<file path="config.mk">
export PLATFORM = sky130hd
export DESIGN_NAME = pa_mem_arb
export DESIGN_NICKNAME = d
export VERILOG_FILES = /design/src/rtl/pa_mem_arb.sv
export SDC_FILE = /design/constraint.sdc
export NUM_CORES = 1
export LEC_CHECK = 0
export CORE_MARGIN = 3
export CORE_UTILIZATION = 40
export CTS_CLUSTER_DIAMETER = 80
export CTS_CLUSTER_SIZE = 12
export DETAILED_ROUTE_END_ITERATION = 10
export GPL_TIMING_DRIVEN = 0
export MAX_ROUTING_LAYER = met4
export PLACE_DENSITY = 0.79
export SLEW_MARGIN = 10
export SYNTH_ARGS = -nofsm -noshare
export SYNTH_HDL_FRONTEND = slang
export SYNTH_SLANG_ARGS = --single-unit
</file>
<file path="constraint.sdc">
create_clock -name clk -period 3.3 [get_ports clk]
set_input_delay 0.495 -clock clk [delete_from_list [all_inputs] [get_ports clk]]
set_output_delay 0.495 -clock clk [all_outputs]
set_load 0.05 [all_outputs]
</file>
<file path="src/rtl/pa_mem_arb.sv">
// rtl/pa_mem_arb.sv - round-robin burst arbiter sharing one memory port among W, D and R requesters
module pa_mem_arb #(
  parameter int ADDR_W = 32,
  parameter int LEN_W  = 10
) (
  input  logic              clk,
  input  logic              rst_n,
  input  logic              w_req,
  input  logic [ADDR_W-1:0] w_addr,
  input  logic [LEN_W-1:0]  w_len,
  input  logic              d_req,
  input  logic [ADDR_W-1:0] d_addr,
  input  logic [LEN_W-1:0]  d_len,
  input  logic              r_req,
  input  logic [ADDR_W-1:0] r_addr,
  input  logic [LEN_W-1:0]  r_len,
  output logic              w_gnt,
  output logic              d_gnt,
  output logic              r_gnt,
  output logic              w_beat,
  output logic              d_beat,
  output logic              r_beat,
  output logic              w_done,
  output logic              d_done,
  output logic              r_done,
  output logic              mem_valid,
  input  logic              mem_ready,
  output logic [ADDR_W-1:0] mem_addr,
  output logic              mem_we,
  output logic [1:0]        mem_src,
  output logic              busy
);

  typedef enum logic [1:0] {IDLE, BURST, DONE} state_t;

  state_t            state, state_nxt;
  logic [1:0]        owner, rr, pick;
  logic [ADDR_W-1:0] addr, sel_addr;
  logic [LEN_W-1:0]  sel_len, last_idx, cnt;
  logic [2:0]        own_oh, gnt_v, beat_v, done_v;
  logic              any_req, beat_ok, last_beat;

  assign any_req   = w_req | d_req | r_req;
  assign beat_ok   = (state == BURST) && mem_ready;
  assign last_beat = (cnt == last_idx);
  assign own_oh    = 3'b001 << owner;

  // Search starts at the round-robin pointer and wraps W -> D -> R -> W
  always_comb begin
    pick = 2'd0;
    case (rr)
      2'd1:    pick = d_req ? 2'd1 : (r_req ? 2'd2 : 2'd0);
      2'd2:    pick = r_req ? 2'd2 : (w_req ? 2'd0 : 2'd1);
      default: pick = w_req ? 2'd0 : (d_req ? 2'd1 : 2'd2);
    endcase
  end

  always_comb begin
    sel_addr = w_addr;
    sel_len  = w_len;
    case (pick)
      2'd1:    begin sel_addr = d_addr; sel_len = d_len; end
      2'd2:    begin sel_addr = r_addr; sel_len = r_len; end
      default: begin sel_addr = w_addr; sel_len = w_len; end
    endcase
  end

  always_ff @(posedge clk or negedge rst_n) begin
    if (!rst_n) state <= IDLE;
    else        state <= state_nxt;
  end

  always_comb begin
    state_nxt = state;
    case (state)
      IDLE:    if (any_req) state_nxt = BURST;
      BURST:   if (beat_ok && last_beat) state_nxt = DONE;
      DONE:    state_nxt = IDLE;
      default: state_nxt = IDLE;
    endcase
  end

  // Base and length are captured at grant; a zero length runs as one beat
  always_ff @(posedge clk or negedge rst_n) begin
    if (!rst_n) begin
      owner    <= 2'd0;
      rr       <= 2'd0;
      addr     <= '0;
      cnt      <= '0;
      last_idx <= '0;
    end else begin
      case (state)
        IDLE: if (any_req) begin
          owner    <= pick;
          addr     <= sel_addr;
          cnt      <= '0;
          last_idx <= (sel_len == '0) ? '0 : sel_len - LEN_W'(1);
        end
        BURST: if (beat_ok && !last_beat) begin
          addr <= addr + ADDR_W'(1);
          cnt  <= cnt + LEN_W'(1);
        end
        DONE: rr <= (owner == 2'd2) ? 2'd0 : owner + 2'd1;
        default: ;
      endcase
    end
  end

  always_comb begin
    gnt_v     = 3'b000;
    beat_v    = 3'b000;
    done_v    = 3'b000;
    mem_valid = 1'b0;
    mem_we    = 1'b0;
    mem_src   = 2'd3;
    case (state)
      BURST: begin
        gnt_v     = own_oh;
        beat_v    = mem_ready ? own_oh : 3'b000;
        mem_valid = 1'b1;
        mem_we    = (owner == 2'd2);
        mem_src   = owner;
      end
      DONE:    done_v = own_oh;
      default: ;
    endcase
  end

  assign mem_addr = addr;
  assign busy     = (state != IDLE);
  assign {r_gnt, d_gnt, w_gnt}    = gnt_v;
  assign {r_beat, d_beat, w_beat} = beat_v;
  assign {r_done, d_done, w_done} = done_v;

endmodule

</file>
# --- Word-level counts from Yosys, hierarchy flattened ---
# Cells that the tools add are included.
# W data, S select, Z words.
classes:
  n_addsub: 4
  n_eq_ne: 11
  shifts: 1
  n_mux: 27
  bitwise: 2
  reduce_logical: 11
op_table:
  columns: ["op", "count"]
  rows:
  - ["$pmux W32 S2", 2]
  - ["$mux W32", 2]
  - ["$pmux W10 S2", 2]
  - ["$add A32 B1 Y32 const B", 1]
  - ["$mux W10", 3]
  - ["$mux W2", 9]
  - ["$mux W3", 4]
  - ["$add A10 B1 Y10 const B", 1]
  - ["$eq A10 B10 Y1", 1]
  - ["$logic_not A10 Y1", 1]
  - ["$sub A10 B1 Y10 const B", 1]
  - ["$eq A2 B2 Y1 const B", 4]
  - ["$pmux W2 S2", 2]
  - ["$eq A2 B1 Y1 const B", 3]
  - ["$ne A2 B1 Y1 const B", 2]
  - ["$reduce_and A2 Y1", 2]
  - ["$reduce_bool A2 Y1", 2]
  - ["$logic_and A1 B1 Y1", 3]
  - ["$mux W1", 3]
  - ["$reduce_and A3 Y1", 1]
  - ["$shl A1 B2 Y3 const A", 1]
  - ["$add A2 B1 Y2 const B", 1]
  - ["$logic_not A2 Y1", 1]
  - ["$ne A2 B2 Y1 const B", 1]
  - ["other kinds (2)", 3]
totals:
  reg_bits: 58
  input_bits: 132
  output_inout_bits: 46

# --- Logic depth before layout (Yosys ltp) ---
depth:
  depth_word: 7
  mapped_depth: 17
  depth_no_buf: 15

# --- Worst setup path before layout ---
# No wires, ideal clock.
synth_timing:
  kind: "flip-flop to flip-flop"
  from: "register rr[0]"
  to: "register last_idx[0]"
  t_arrival_ps: 3042
  required_time_ps: 3179
  slack_ps: 137
  path_stages_with_launch: 16
  cell_sequence: "dfrtp_1 inv_1 ha_1 nor4b_1 a21oi_1 ha_1 buf_4 inv_1 buf_2 o21ai_0 ha_1 a21bo_2 nor3_2 and3_1 nor2_1 a22o_1"
synth_between:
  elab_chain_cells: 6
synth_lines:
  columns: ["item", "line", "rtl"]
  rows:
  - ["from (decl)", "37", "logic [1:0] owner, rr, pick;"]
  - ["from (signal assigned)", "103", "DONE: rr <= (owner == 2'd2) ? 2'd0 : owner + 2'd1;"]
  - ["$eq A2 B2 Y1 or $eq A2 B1 Y1 (tied branches)", "51", "case (rr)"]
  - ["$pmux W2 S2 *", "51", null]
  - ["$eq A2 B2 Y1 or $eq A2 B1 Y1 (tied branches)", "61", "case (pick)"]
  - ["$pmux W10 S2 *", "61", null]
  - ["$sub A10 B1 Y10 or $logic_not A10 Y1 (tied branches)", "97", "last_idx <= (sel_len == '0) ? '0 : sel_len - LEN_W'(1);"]
  - ["$mux W10 *", "97", null]
  - ["to (signal assigned)", "97", null]
  - ["to (decl)", "39", "logic [LEN_W-1:0] sel_len, last_idx, cnt;"]
# Every way passes the cells marked *; elsewhere a longest branch is shown, timed or not.
# A chain may end at the register's enable or synchronous reset.

# --- Final worst setup path ---
layout_timing:
  from: "register rr[1]"
  to: "register last_idx[3]"
# Same word-level chain as after synthesis.

==> impl.org <==
** Cells and area
- From synthesis to final layout, the design area changed by 56.5%.
- Of the cells placed in the final design, the portion with a size suffix greater than 1 is 11.4%.
- Final #Nets :: about 860
- 0 antenna diodes ended up in the layout.
- Final std cell area, no fill :: between 6000 and 7000 um^2
- Filler Cell Count :: 891

** Power
- The clock network burns 11.9% of the power.
- The internal power of the cells totals between 2 and 3 mW.
- Switching fraction of total power :: between 50% and 60%
- Total power for the finished layout comes to approximately 5.6 mW.
- In this run, flip-flops and latches consume 25.3% of the power.
- Leakage power of the design :: approximately 2.7 nW
- Switching power of the nets :: approximately 3 mW
- Combinational Power Share :: a little over three fifths
- Power density over cell area :: about 840 nW/um^2
- Worst supply voltage drop on vdd :: roughly 0.57 mV

** Global route
- Global routing consumed, over all layers together, 29.2% of the routing resources.
- Number of antenna violations at the first check in global routing :: 0
- Summed over all layers, the global routing overflow is 0.
- The first global-routing pass estimated roughly 26000 um of wire.
- Vias in the first global route :: roughly 5000
- Maximum number of pins on one net before global-route repair :: between 50 and 60

** Setup path
- Kind of start point of the critical path :: flip-flop
- Worst reg2reg path startpoint :: rr[1]$_DFFE_PN0P_
- The worst setup path is captured at a flip-flop.
- CP Data Arrival Time :: 3.46 ns
- Required time of the critical path :: between 3 and 4 ns
- Type of the worst setup path :: reg2reg
- The most critical setup path has its startpoint at rr[1]$_DFFE_PN0P_.
- Worst-path fanout max :: 10

** Routing
- After detailed routing, the total wire length is about 17000 um.
- Average detailed-routed wire length per instance :: 20.3 um
- In the routed layout, each cell is associated on average with a via count of 6.00.
- Via count of the routed design :: 5166
- Post-DRT Antenna Nets :: 0
- The pre-antenna-repair detailed-routing pass consisted of 7 iterations.
- The detailed router finished its first iteration with between 500 and 600 violations.
- After detailed routing, the number of remaining DRC violations is 0.

** Logic synthesis
- Number of different library cells in the post-synthesis netlist :: between 50 and 60
- Number of instances in the synthesized netlist :: between 500 and 600
- Counting every net in the synthesized netlist gives 662.
- Number of synthesized flops with an enable pin :: 0
- Summing the sequential cell areas from Yosys gives between 30% and 40% of the chip area.
- Post-synth top flop :: dfrtp_1
- Cell area after synthesis :: 4280 um^2
- Mean post-synth cell area :: a little over 8 um^2
- Number of storage elements in the synthesis netlist :: 58
- Synth Warn # :: 0
- Of all flip-flops after synthesis, the portion carrying an async set or reset was 100%.

** Timing
- Final hold slack :: roughly 0.19 ns
- For this run, the top clock speed supported by timing is between 300 and 400 MHz.
- For the final database, setup skew stands at between 0.007 and 0.008 ns.
- The worst path in the final design needs a cycle of 3.22 ns, including I/O delays and setup.
- Summed over all failing endpoints, the final setup total negative slack is 0 ns.
- The number of slew-limit violations in the final report was 0.
- Setup violations remaining at the end of the flow were counted as 0.
- RSZ-0062 raised after global routing :: true
- Measured against its own limit, the worst slew margin works out to between 30% and 40%.
- After layout, the worst path uses a little under 100% of the clock period.
- For the pin with the worst max-slew slack, the measured transition is ~0.94 ns.
- Final hold violations :: 0

** Die
- Core ar. :: 10400 um^2
- Total Die Area :: approximately 12000 um^2
- I/O Pins :: 178
- Row Count :: 37
- The initial utilization of the core area, before any placement, comes to about two fifths.
- The floorplan step set the die height to 109 um.
- From left edge to right edge, the die measures about 110 um.

** Placed design
- Once placement finished, the instance area stood at 6210 um^2.
- The count of buffers added on input and output ports is around 180.
- Final HPWL from detailed placement :: 13100 um
- The congestion estimate from routability-driven global placement came to approximately 0.9.

** Clocking
- Root Driver :: clkbuf_8
- Clock latency on the worst-skew pair, taken at its later pin, is 0.35 ns.
- Clock-pin slew reported for the worst setup and hold paths after clock tree synthesis :: about 0.07 ns
- The H-tree generated during clock tree synthesis spans 3 levels.
- TritonCTS clock tree :: done
- In this run, CTS created clock tree buffers numbering 9.
- CTS saw 58 sinks.
- The longest clock path from root to sink contains 2 buffers.

** Run
- Max-capacitance violation count :: 0

** Status
- The run finished with clean final reports.

** Hold path
- In this run the worst hold path is classified as in2async.
layout by cell type (no fill, tap or decap), types with 6 or more instances in the layout:
master / count
clkbuf_1: 15
inv_1: 7
o21ai_0: 48
nand4_1: 11
nand2_1: 40
a221o_1: 19
nand3_1: 20
dfrtp_1: 58
buf_6: 6
clkbuf_8: 12
clkdlybuf4s50_1: 174
o211ai_1: 7
and3_1: 12
nor2_1: 51
o22ai_1: 9
buf_2: 8
a31oi_1: 6
xor2_1: 15
or2_2: 7
a22oi_1: 17
a221oi_1: 6
o22a_1: 13
a211oi_1: 6
nor3_1: 8
a21oi_1: 40
buf_4: 12
repair_timing:
action | 4_1_cts | 5_1_grt
buffers inserted | 3 | 9
hold buffers | 0 | 0
pin swaps | 6 | 10
gates resized for setup | 31 | 20
endpoints found under the setup margin | 29 | 20
critical path: stages, from the launching register on:
cell and delay (ns):
dfrtp_1 0.44, ha_4 0.36, mux2i_2 0.25, a21oi_2 0.08, buf_6 0.14, ha_4 0.22
clkbuf_8 0.16, a221o_1 0.30, o21ai_4 0.10, ha_4 0.16, a21bo_4 0.24, nor3_4 0.14
and3_4 0.25, nor2_2 0.06, a22o_1 0.21
metal layers:
| layer | vias up | share of wire (%) | track usage (%) |
|---|---|---|---|
| li1 | 2368 | - | - |
| met1 | 2457 | 40 | 39.4 |
| met2 | 313 | 48 | 44.9 |
| met3 | 28 | 10 | 5.11 |
| met4 | 0 | 1.7 | 8.82 |
| met5 | - | 0 | - |
registers in the layout, summed over array words and instances, names as in the netlist:
signal    cells
cnt          10
rr            2
state         2
mem_addr     32
owner         2
last_idx     10
final cells by class:
type | count | area [um^2] | area share, %
multi-input combinational | 416 | 2780 | 41.5
sequential | 58 | 1450 | 21.7
tap | 136 | 170 | 2.54
inverter | 12 | 45.0 | 0.673
timing repair buffer | 189 | 1870 | 27.9
clock inverter | 3 | 40.0 | 0.598
buffer | 36 | 191 | 2.86
clock buffer | 11 | 151 | 2.26
through the flow:
stage	util (%)	instances	worst slack, ns
after floorplan	-	523	0.137
after global placement	60.0	836	-0.711
after detailed placement	59.9	836	-0.866
after CTS	63.2	853	0.00605
after global routing	64.5	861	-0.0404
final	64.5	861	0.0758
logic make-up after synthesis:
logic type	count (synthesis)	share of synthesized area, %
AO/OA/AOI/OAI	203	32.1
XOR/XNOR	20	4.10
adder cells (fa/ha/maj)	7	2.05
buffers and inverters	49	4.80
flip-flops	58	33.9
multiplexers	5	1.23
AND/OR/NAND/NOR	181	21.8
path summary, 6_finish.rpt:
| path | endpoint | slack, ns | cells after the start |
|---|---|---|---|
| max | last_idx[3]$_DFFE_PN0P_ | 0.08 | 14 |
| min | mem_addr[25]$_DFFE_PN0P_ | 0.19 | 1 |
| max reg2reg | last_idx[3]$_DFFE_PN0P_ | 0.08 | 14 |
| min reg2reg | last_idx[8]$_DFFE_PN0P_ | 0.50 | 2 |
| max in group asynchronous | mem_addr[15]$_DFFE_PN0P_ | 2.56 | 1 |
| min in group clk | last_idx[8]$_DFFE_PN0P_ | 0.50 | 2 |
cells in the mapped netlist (all sizes together), types with 8 or more instances:
cell type	instances	share of area, %
a21oi	43	5.0
a221o	19	4.4
a22oi	17	3.0
and3	13	1.9
buf	19	2.2
clkbuf	18	1.6
dfrtp	58	34
inv	12	1.1
nand2	40	3.5
nand3	21	2.6
nand4	11	1.6
nor2	53	4.8
nor3	10	1.6
o21ai	53	6.2
o22a	13	2.7
o22ai	9	1.3
or2	8	1.2
xor2	15	3.1
power by group through the flow:
stage / Sequential (mW) / Clock, mW / Combinational [mW]
after floorplan: 1.97 / 0 / 1.60
after global placement: 1.40 / 0 / 3.36
after detailed placement: 1.41 / 0 / 3.40
after CTS: 1.40 / 0.665 / 3.45
after global routing: 1.46 / 0.701 / 3.72
final: 1.41 / 0.667 / 3.51
No activity file was read; power rests on OpenSTA's default activity.
